**src/rtl/ena_scheduler.sv**
```systemverilog
// ena_scheduler: picks one excited net per cycle and drives a one-hot enable.
// Optional ENA_SCHEDULER_RANDOM_EN adds an LFSR for pseudo-random selection.
//
// Ports:
//   clk        - clock, all state updates on rising edge
//   reset      - synchronous active-high reset
//   run        - level, free-running scheduling
//   step       - pulse, one fire while idle
//   mode       - 0 round-robin, 1 pseudo-random (only with the macro)
//   mask [N]   - eligible nets
//   clear      - pulse, leaves DEADLOCK
//   ena [N]    - registered one-hot (or zero) enable
//   fired_idx  - index of the set bit in ena, 0 when ena is zero
//   fire_count - total fires since reset (wraps)
//   deadlock   - high while deadlocked
//   busy       - high in RUN or STEP
module ena_scheduler #(
    parameter int          N           = 8,
    parameter int          STALL_LIMIT = 16,
    parameter logic [15:0] SEED        = 16'hACE1,
    localparam int         IW          = (N > 1) ? $clog2(N) : 1
) (
    input  logic          clk,
    input  logic          reset,
    input  logic          run,
    input  logic          step,
    input  logic          mode,
    input  logic [N-1:0]  mask,
    input  logic          clear,
    output logic [N-1:0]  ena,
    output logic [IW-1:0] fired_idx,
    output logic [31:0]   fire_count,
    output logic          deadlock,
    output logic          busy
);

    typedef enum logic [1:0] {
        S_IDLE,
        S_RUN,
        S_STEP,
        S_DEAD
    } state_t;

    state_t        state_q, state_d;
    logic [IW-1:0] ptr_q, ptr_d;
    logic [7:0]    stall_q, stall_d;
    logic [31:0]   cnt_q, cnt_d;
    logic [N-1:0]  ena_q, ena_d;
    logic [IW-1:0] idx_q, idx_d;
    logic          dead_q, dead_d;
    logic          busy_q, busy_d;

    logic          rnd_sel;
    logic [IW-1:0] start;
    logic          any;
    logic [IW-1:0] win;
    logic          active;

`ifdef ENA_SCHEDULER_RANDOM_EN
    logic [15:0] lfsr_q, lfsr_d;

    assign rnd_sel = mode;
    assign start   = rnd_sel ? IW'({16'b0, lfsr_q} % 32'(N)) : ptr_q;
`else
    logic        unused_mode;
    logic [15:0] unused_seed;

    assign unused_mode = mode;
    assign unused_seed = SEED;
    assign rnd_sel     = 1'b0;
    assign start       = ptr_q;
`endif

    // First set mask bit at or above start, wrapping N-1 -> 0.
    always_comb begin
        any = 1'b0;
        win = '0;
        for (int i = 0; i < N; i++) begin
            if (!any && mask[(int'(start) + i) % N]) begin
                any = 1'b1;
                win = IW'((int'(start) + i) % N);
            end
        end
    end

    // A RUN cycle with run low leaves without firing.
    assign active = (state_q == S_STEP) || (state_q == S_RUN && run);

    always_comb begin
        state_d = state_q;
        ptr_d   = ptr_q;
        stall_d = stall_q;
        cnt_d   = cnt_q;
        ena_d   = '0;
        idx_d   = '0;
`ifdef ENA_SCHEDULER_RANDOM_EN
        lfsr_d  = lfsr_q;
        if (state_q == S_RUN || state_q == S_STEP) begin
            lfsr_d = {lfsr_q[14:0],
                      lfsr_q[15] ^ lfsr_q[13] ^ lfsr_q[12] ^ lfsr_q[10]};
        end
`endif
        unique case (state_q)
            S_IDLE: begin
                stall_d = '0;
                if (run) begin
                    state_d = S_RUN;
                end else if (step) begin
                    state_d = S_STEP;
                end
            end
            S_RUN, S_STEP: begin
                if (!active) begin
                    state_d = S_IDLE;
                    stall_d = '0;
                end else if (any) begin
                    ena_d[win] = 1'b1;
                    idx_d      = win;
                    cnt_d      = cnt_q + 32'd1;
                    stall_d    = '0;
                    if (!rnd_sel) begin
                        ptr_d = (int'(win) == N - 1) ? '0 : win + IW'(1);
                    end
                    if (state_q == S_STEP) begin
                        state_d = S_IDLE;
                    end
                end else begin
                    stall_d = stall_q + 8'd1;
                    if (stall_d == 8'(STALL_LIMIT)) begin
                        state_d = S_DEAD;
                        stall_d = '0;
                    end
                end
            end
            S_DEAD: begin
                stall_d = '0;
                if (clear) begin
                    state_d = S_IDLE;
                end
            end
            default: state_d = S_IDLE;
        endcase
        dead_d = (state_d == S_DEAD);
        busy_d = (state_d == S_RUN) || (state_d == S_STEP);
    end

    always_ff @(posedge clk) begin
        if (reset) begin
            state_q <= S_IDLE;
            ptr_q   <= '0;
            stall_q <= '0;
            cnt_q   <= '0;
            ena_q   <= '0;
            idx_q   <= '0;
            dead_q  <= 1'b0;
            busy_q  <= 1'b0;
`ifdef ENA_SCHEDULER_RANDOM_EN
            lfsr_q  <= SEED;
`endif
        end else begin
            state_q <= state_d;
            ptr_q   <= ptr_d;
            stall_q <= stall_d;
            cnt_q   <= cnt_d;
            ena_q   <= ena_d;
            idx_q   <= idx_d;
            dead_q  <= dead_d;
            busy_q  <= busy_d;
`ifdef ENA_SCHEDULER_RANDOM_EN
            lfsr_q  <= lfsr_d;
`endif
        end
    end

    assign ena        = ena_q;
    assign fired_idx  = idx_q;
    assign fire_count = cnt_q;
    assign deadlock   = dead_q;
    assign busy       = busy_q;

endmodule

```
**config.mk**
```make
export PLATFORM = sky130hd
export DESIGN_NAME = ena_scheduler
export DESIGN_NICKNAME = d
export VERILOG_FILES = /design/src/rtl/ena_scheduler.sv
export SDC_FILE = /design/constraint.sdc
export NUM_CORES = 1
export LEC_CHECK = 0
export ABC_AREA = 0
export BUFFER_PORTS_ARGS = -buffer_cell sky130_fd_sc_hd__buf_4
export CORE_MARGIN = 1
export CORE_UTILIZATION = 48
export CTS_CLUSTER_SIZE = 14
export DETAILED_ROUTE_END_ITERATION = 8
export GPL_ROUTABILITY_DRIVEN = 0
export PLACE_DENSITY = 0.77
export RECOVER_POWER = 100
export SETUP_SLACK_MARGIN = 0.4
export SYNTH_ARGS = -nofsm -noshare
export SYNTH_HDL_FRONTEND = slang
export SYNTH_SLANG_ARGS = --single-unit
```
**constraint.sdc**
```tcl
create_clock -name clk -period 6.7 [get_ports clk]
set_input_delay 0.67 -clock clk [delete_from_list [all_inputs] [get_ports clk]]
set_output_delay 0.67 -clock clk [all_outputs]
set_load 0.05 [all_outputs]
```
### Yosys cells after proc, flatten, opt, wreduce, memory -nomap -nowiden

Index checks and enable logic that the tools add are counted.

| storage, ports and cells | value |
|---|---|
| output and inout bits | 45 |
| word-level logic and storage cells | 130 |
| register bits after elaboration | 58 |

| operators by class | value |
|---|---|
| reduce and logical (&&, ||, !) cells | 30 |
| add/subtract/negate cells | 10 |
| muxes and demuxes | 54 |
| order comparisons | 10 |
| bitwise operators | 10 |
| eq/ne operators | 8 |

Operators with widths:

| kind | number |
|---|---|
| $lt 4x5->1 const B | 7 |
| $add 32x1->32 const B | 1 |
| $mux 3 | 9 |
| $bmux 1 s3 | 8 |
| $mux 1 | 24 |
| $mux 8 | 3 |
| $reduce_or 3->1 | 7 |
| $pmux 8 s2 | 1 |
| $mux 2 | 7 |
| $add 3x3->3 const B | 4 |
| $logic_and 1x1->1 | 9 |
| $add 8x1->8 const B | 1 |
| $eq 2x2->1 const B | 4 |
| $eq 8x5->1 const B | 1 |
| $lt 3x4->1 const B | 2 |
| $and 1x1->1 const A | 7 |
| $logic_not 1->1 | 7 |
| $add 3x1->3 const B | 2 |
| $add 3x2->3 const B | 2 |
| $pmux 2 s3 | 1 |
| $eq 2x1->1 const B | 2 |
| $reduce_or 2->1 | 2 |
| $reduce_or 4->1 | 1 |
| $demux 1 s3 | 1 |
| other kinds (6) | 9 |

### Depth between registers and ports, before layout

Gate-level depths: netlist of run 1.

| depth | value |
|---|---|
| word-level depth | 31 |
| gate-level depth with buffers | 18 |
| depth with buffers taken out | 15 |

### Least setup slack after synthesis of run 1

Ideal clock, no wire load.

| timing path | value |
|---|---|
| kind | register -> register |
| start point | register ptr_q[1] |
| end point | register busy_q (netlist: busy) |
| data arrival time | 3.955 ns |
| required time | 6.572 ns |
| path slack | 2.617 ns |
| stages on the path, launching flop included | 17 |
| library setup time | 0.128 ns |
| cell sequence | dfxtp_1 > buf_6 > clkbuf_1 > inv_1 > ha_1 > buf_6 > mux4_2 > mux2i_4 > nand2_1 > or4_1 > buf_2 > or2_1 > nor3_1 > nor2_1 > o31a_1 > ha_1 > nor2b_1 |

| between the ends | value |
|---|---|
| cells in the longest elaborated chain, start to end | 29 |
| elaborated cells between the ends (all ways) | 58 |

RTL lines:

| what | line | source |
|---|---|---|
| from (decl) | 45 | `logic [IW-1:0] ptr_q, ptr_d;` |
| from (signal assigned) | 162 | `ptr_q <= ptr_d;` |
| $add 3x1->3 or $bmux 1 s3 (tied branches) | 79 | `if (!any && mask[(int'(start) + i) % N]) begin` |
| $bmux 1 s3 or $mux 1 (tied branches) | 79 |  |
| $mux 1 (not written as such) | 79 |  |
| $mux 1 (not written as such) or $logic_not 1->1 (tied branches) | 79 |  |
| $logic_and 1x1->1 | 79 |  |
| $mux 1 | 79 |  |
| $logic_not 1->1 | 79 |  |
| $logic_and 1x1->1 | 79 |  |
| [15 not listed] | n/a |  |
| $mux 1 (*) | 79 |  |
| $mux 2 (*) | 116 | `end else if (any) begin` |
| $mux 2 (*) | 113 | `if (!active) begin` |
| $pmux 2 s3 (*) | 103 | `unique case (state_q)` |
| named net state_d[1] | 44 | `state_t state_q, state_d;` |
| $eq 2x1->1 or $eq 2x2->1 (tied branches) | 144 | `busy_d = (state_d == S_RUN) \|\| (state_d == S_STEP);` |
| $logic_or 1x1->1 (*) | 144 |  |
| named net busy_d | 51 | `logic busy_q, busy_d;` |
| to (signal assigned) | 168 | `busy_q <= busy_d;` |
| to (decl) | 51 |  |

The timed path passes the listed nets; every way through them passes the cells marked *. The select of a mux whose other input is x is not followed.
A chain may end at the register's enable or synchronous reset.

### Worst setup path in the final report of run 1

| timing path | value |
|---|---|
| start point | register ptr_q[0] |
| end point | register ptr_q[1] |

| between the ends | value |
|---|---|
| cells in the longest elaborated chain, start to end | 26 |
| elaborated cells between the ends (all ways) | 64 |

RTL lines:

| what | line | source |
|---|---|---|
| $add 3x1->3 or $bmux 1 s3 (tied branches) | 79, 81 |  |
| $bmux 1 s3 or $mux 1 (tied branches) | 79 |  |
| $mux 1 (not written as such) | 79 |  |
| $mux 1 (not written as such) or $logic_not 1->1 (tied branches) | 79 |  |
| $logic_and 1x1->1 | 79 |  |
| $mux 1 | 79 |  |
| $logic_not 1->1 | 79 |  |
| $logic_and 1x1->1 | 79 |  |
| [11 not listed] | n/a |  |
| $logic_and 1x1->1 | 79 |  |
| $mux 1 | 79 |  |
| $logic_not 1->1 | 79 |  |
| $logic_and 1x1->1 | 79 |  |
| $mux 3 (*) | 79 |  |
| named net win[2] | 56 | `logic [IW-1:0] win;` |
| $eq 3x1->1 (*) | 122 | `ptr_d = (int'(win) == N - 1) ? '0 : win + IW'(1);` |
| $mux 3 (*) | 122 |  |

Marked as above.

==> results.toml, run 1 <==
[power]
leakage_nw = 1.38
power.density_mw_per_mm2 = 205
peakVddDrop_mv = 0.139

[place]
dp_slack_ps = 2040
place_area_mm2 = 0.00407
io_buffers = 57
hpwl_um = 5740

[die]
dieWidth_um = 88.4
die_area_mm2 = 0.00781
die_height_um = 88.4
start_util_pct = 49.6
core_area_mm2 = 0.00721
io_pins = 59
rows = 31

[clocking]
clk_path_buf_depth = 2
htree_num_levels = 3
clock_latency_ps = 330
root_buffer = "clkbuf_8"
cts_hold_buf = 0
cts_buffers = 9
cts_tree = "built"
ctsResizeCount = 0
cts_sinks = 58
path_clk_slew_ps = 60
cts_setup_buffers = 0

[yosys]
yosysSeqAreaShare_pct = 32.4
ys_async_sr_fraction_pct = 0
synth_compound_area_share_pct = 11.0
synth_enable_flop_cells = 0
synth_area_leaders = "dfxtp_1, mux4_2, xnor2_1"
synth_top_area_share_pct = 32.4
synthSimpleGateAreaFrac_pct = 24.9
yosys-top-cells-count = "dfxtp_1, nor2_1, nor3_1"
synth_largest_area_cell = "dfxtp_1"
syn_area_mm2 = 0.00358
syn_nets = 440
yosysMostFrequentCell = "dfxtp_1"
synth.yosys.warnings = 0
synth_xor_xnor_area_share_pct = 9.05
synth_mux_area_share_pct = 13.4
netlist_instances = 414
syn_area_per_cell_um2 = 8.65
synth_top_family_by_area = "simple AND/OR/NAND/NOR gates"
synth_adder_area_share_pct = 4.19
ys_seq_elements = 58
synth_ff_type = "dfxtp_1"
synth_cell_type_count = 62

[global_routing]
grt_first_pass_wirelength_um = 13800
grt_pass1_vias = 3026
grt_max_degree = 43
grt_usage_pct = 22.4
antenna_found_initial = 0
overflow = 0

[setup_path]
crit_slowest_cell = "o31ai_1"
end_kind = "flip-flop"
crit_path_end = "ptr_q[1]$_SDFFE_PP0P_"
arrival_ps = 5360
path_max_fanout = 20
start_kind = "flip-flop"
r2r-end = "ptr_q[1]$_SDFFE_PP0P_"
cp.required_ps = 6970
rr_worst_depth = 14
crit_chain = "buf_4 -> inv_1 -> ha_1 -> mux4_2 -> nand2_1 -> nor4b_1 -> o211a_1 -> nand3_1 -> o31ai_1 -> clkinv_1 -> ha_1 -> nor3b_1 -> a21oi_1 -> nor2_1"
r2r_start = "ptr_q[0]$_SDFFE_PP0P_"
ff2ff_setup_slack_ps = 1600
cp_common_cell = "ha_1"
slowest_delay_ps = 860
critical_path.startpoint = "ptr_q[0]$_SDFFE_PP0P_"
critPathKind = "reg -> reg"

[sta]
slew_viol_final = 0
finalHoldViolations = 0
fin_ws_ps = 1600
fin_crit_sh_pct = 76.1
tns_ps = 0
max_freq_mhz = 196
rsz0062_at_grt = "false"
whs_ps = 464
tightest_slew_ps = 1270
setup_viol_count_final = 0
fin_worst_skew_ps = 8.24
min_period_ps = 5100
slew_headroom_pct = 14.6

[route]
routedWlPerCell_um = 14.2
dr_wl_met3_um = 485
top_layer = "met4"
routed_wl_um = 8120
antenna_left = 0
wl_met1_um = 3610
vias = 3249
met2_length_um = 3890
drtIter0Drc = 207
vias_per_cell = 5.69
drtPass1Iterations = 5
drc = 0

[final_layout]
nets = 493
antenna_cells = 0
final_area_mm2 = 0.00410
area_delta_synth_final_pct = 14.6
final_layout_size_suffix_gt1_share_pct = 11.9

[outcome]
outcome = "finished, final reports clean"

[hold_path]
min-delay-path-class = "reg -> reg"

[flow_run]
cap_viol_max_count = 0
## cell usage in the layout, fill, tap and decap left out, types with 2 or more instances in the layout
cell / count
dfxtp_1: 58
clkbuf_1: 48
nor2_1: 41
nor3_1: 33
xnor2_1: 31
nand2_1: 29
inv_1: 19
a21oi_1: 16
nand3_1: 15
buf_4: 14
mux2i_1: 13
mux4_2: 13
ha_1: 12
clkbuf_8: 11
o21ai_0: 8
nor2_2: 8
o21ai_1: 7
nand4_1: 7
nor4_1: 7
xor2_1: 6
nor2b_1: 6
or3_1: 6
and3_1: 5
nor3b_1: 5
nand2b_1: 4
o22ai_1: 3
o31ai_1: 2
clkinv_1: 2
or4_1: 2
a22oi_1: 2
a31oi_1: 2
o2111ai_1: 2
o211ai_1: 2
and2_1: 2
and4_1: 2
or2_2: 2
bufinv_16: 2
## registers in the layout (all words and copies together), names as in the netlist
register / cells
fire_count: 32
ena: 8
stall_q: 8
fired_idx: 3
ptr_q: 3
state_q: 2
busy: 1
deadlock: 1
## cell type report
| cell class | instances | area [µm²] |
|---|---|---|
| flip-flops and latches | 58 | 1160 |
| clock buffers | 12 | 155 |
| multi-input cells | 315 | 2220 |
| well taps | 99 | 124 |
| clock inverters | 4 | 73.8 |
| repair buffers | 61 | 282 |
| inverters | 22 | 82.6 |
| fillers | 712 | 3110 |
## routing by layer
layer / GRT usage (%) / vias up
met5: 0 / -
met4: 8.50 / 0
met3: 5.32 / 15
met2: 35.9 / 103
met1: 29.5 / 1544
li1: - / 1587
## metrics by stage
step | std cells | util, % | power, W
6_report | 571 | 56.9 | 0.000842
5_1_grt | 571 | 56.9 | 0.000883
4_1_cts | 571 | 59.5 | 0.000852
3_5_place_dp | 555 | 56.3 | 0.000485
3_3_place_gp | 555 | 56.3 | 0.000481
2_1_floorplan | 414 | - | 0.000453
## cells by family (layout without fill, tap and decap cells)
kind of cell    Yosys count  count (layout)
buf+inv                  41              99
xor+xnor                 37              37
mux                      29              29
compound gates           60              60
fa+ha+maj                12              12
flops                    58              58
simple gates            177             177
## worst min-delay path by stage
stage                                from                     to  slack [ps]  cells after the start
finish              stall_q[0]$_SDFF_PP0_  stall_q[0]$_SDFF_PP0_         460                      1
global route        stall_q[0]$_SDFF_PP0_  stall_q[0]$_SDFF_PP0_         490                      1
CTS                 stall_q[0]$_SDFF_PP0_  stall_q[0]$_SDFF_PP0_         470                      1
detailed placement  stall_q[0]$_SDFF_PP0_  stall_q[0]$_SDFF_PP0_         450                      1
global placement    stall_q[0]$_SDFF_PP0_  stall_q[0]$_SDFF_PP0_         440                      1
floorplan           stall_q[0]$_SDFF_PP0_  stall_q[0]$_SDFF_PP0_         430                      1
## worst max-delay path: cells and delay by family, from the launching register on
| family | cells | cell delay [ps] |
|---|---|---|
| mux | 1 | 640 |
| fa+ha+maj | 2 | 960 |
| compound gates | 3 | 1220 |
| simple gates | 5 | 950 |
| flops | 1 | 310 |
| buf+inv | 3 | 930 |
## where the power goes
group          total, W  switching, W  internal [W]
Combinational  0.000124     0.0000761     0.0000483
Sequential     0.000351    0.00000312      0.000348
Clock          0.000366      0.000137      0.000230
(Power assumes the default switching activity.)
==> inputs of run 2 (changes only) <==
- PLACE_DENSITY: 0.77 -> 0.79
- clock period: 6.7 -> 4.2 ns (I/O delays scaled with it)
==> run 2 against run 1 <==
Clock skew grew 4.3 ps. Clock-buffer cell count unchanged. Final cell count grew 0.88%. Sequential share of layout area is 0.30 points lower. Cell area up 1.1%. Critical path type unchanged. Largest cell class unchanged.
==> results.toml, run 2 (synthesis gave the netlist of run 1 again) <==
[hold_path]
hold-path-cell-count = 1
whs_endpoint = "stall_q[0]$_SDFF_PP0_"
min-delay-start = "stall_q[0]$_SDFF_PP0_"
min-delay-path-class = "reg -> reg"

[die]
dieWidth_um = 88.4
start_util_pct = 49.6
die_area_mm2 = 0.00781
die_height_um = 88.4
io_pins = 59
rows = 31
core_area_mm2 = 0.00721

[power]
power_w = 0.00128
leakage_nw = 1.40
power.density_mw_per_mm2 = 309
peakVddDrop_mv = 0.336

[final_layout]
final_layout_size_suffix_gt1_share_pct = 14.0
final_cell_mix = "dfxtp_1, clkbuf_1, nor2_1, nor3_1, xnor2_1"
largest_reg_flops = 32
layout_commonest_cell = "dfxtp_1"
antenna_cells = 0
area_delta_synth_final_pct = 15.8
nets = 498

[clocking]
cts_tree = "built"
htree_num_levels = 3
clk_path_buf_depth = 2
cts_sinks = 58
cts_buffers = 9
clock_latency_ps = 350
path_clk_slew_ps = 70
cts_hold_buf = 0
root_buffer = "clkbuf_8"

[global_routing]
grt_usage_pct = 21.3
grt_max_degree = 43
grt_first_pass_wirelength_um = 13000
grt_pass1_vias = 2939
overflow = 0
antenna_found_initial = 0

[route]
antenna_left = 0
routed_wl_um = 8230
drtPass1Iterations = 5
routedWlPerCell_um = 14.3
drtIter0Drc = 227
vias_per_cell = 5.69
drc = 0
vias = 3275

[setup_path]
critPathKind = "reg -> reg"
path_max_fanout = 19
r2r-end = "fire_count[27]$_SDFFE_PP0P_"
arrival_ps = 3920
start_kind = "flip-flop"
cp.required_ps = 4410
rr_worst_depth = 12
ff2ff_setup_slack_ps = 490
end_kind = "flip-flop"
r2r_start = "ptr_q[1]$_SDFFE_PP0P_"

[sta]
setup_viol_count_final = 0
slew_headroom_pct = 45.9
fin_worst_skew_ps = 12.5
rsz0062_at_grt = "false"
finalHoldViolations = 0
tns_ps = 0
min_period_ps = 3710
fin_crit_sh_pct = 88.2
tightest_slew_ps = 810
slew_viol_final = 0
max_freq_mhz = 270

[flow_run]
cap_viol_max_count = 0

[place]
hpwl_um = 5740
io_buffers = 57

[outcome]
outcome = "finished, final reports clean"
run 2: area by class of cell:
class                      instances  area [µm²]
clock buffer                      12         145
clock inverter                     4        51.3
fill                             713        3070
inverter                          22        82.6
multi-input combinational        315        2260
sequential                        58        1160
tap                               99         124
timing repair buffer              66         319
run 2: how the worst max path moves through the flow:
stage                     slack [ps]                  start                           to
after floorplan                  410  ptr_q[0]$_SDFFE_PP0P_              busy$_SDFF_PP0_
after global placement           500  ptr_q[0]$_SDFFE_PP0P_              busy$_SDFF_PP0_
after detailed placement         470  ptr_q[0]$_SDFFE_PP0P_              busy$_SDFF_PP0_
after CTS                        440  ptr_q[0]$_SDFFE_PP0P_              busy$_SDFF_PP0_
after global routing             270  ptr_q[1]$_SDFFE_PP0P_  fire_count[30]$_SDFFE_PP0P_
final                            490  ptr_q[1]$_SDFFE_PP0P_  fire_count[27]$_SDFFE_PP0P_
run 2: per-layer routing:
| layer | vias up | GRT usage [%] | wire (µm) | share of wire [%] |
|---|---|---|---|---|
| met2 | 125 | 38.0 | 4150 | 50 |
| met4 | 0 | 7.77 | 155 | 1.9 |
| li1 | 1596 | - | - | - |
| met5 | - | 0 | 0 | 0 |
| met3 | 22 | 5.50 | 472 | 5.7 |
| met1 | 1532 | 24.5 | 3460 | 42 |
run 2: repair_timing:
item,4_1_cts,5_1_grt
resized for setup,0,5
endpoints found under the setup margin,0,13
buffers inserted,0,1
run 2: critical path: stages (launching register included):
cell and delay (ps):
dfxtp_1 330, buf_4 280, ha_1 380, xnor2_1 180, buf_4 200, mux2i_4 280
nand2_1 110, or4_4 540, o211ai_1 190, clkbuf_1 610, or2_2 270, or3_1 120
a21oi_1 60
run 2: power by group:
part	switching [W]	total, W	internal [W]
combinational	0.000124	0.000209	0.0000852
clock	0.000221	0.000511	0.000290
sequential	0.00000505	0.000560	0.000555
total	0.000350	0.00128	0.000931
run 2: through the flow:
stage	hold WS (ps)	cells	instance area (µm²)	setup WS, ps	utilization (%)
floorplan	428	414	3620	409	-
global placement	438	559	4100	497	56.8
detailed placement	455	559	4100	469	56.8
CTS	463	575	4290	439	59.5
global route	508	576	4150	271	57.5
finish	471	576	4150	495	57.5
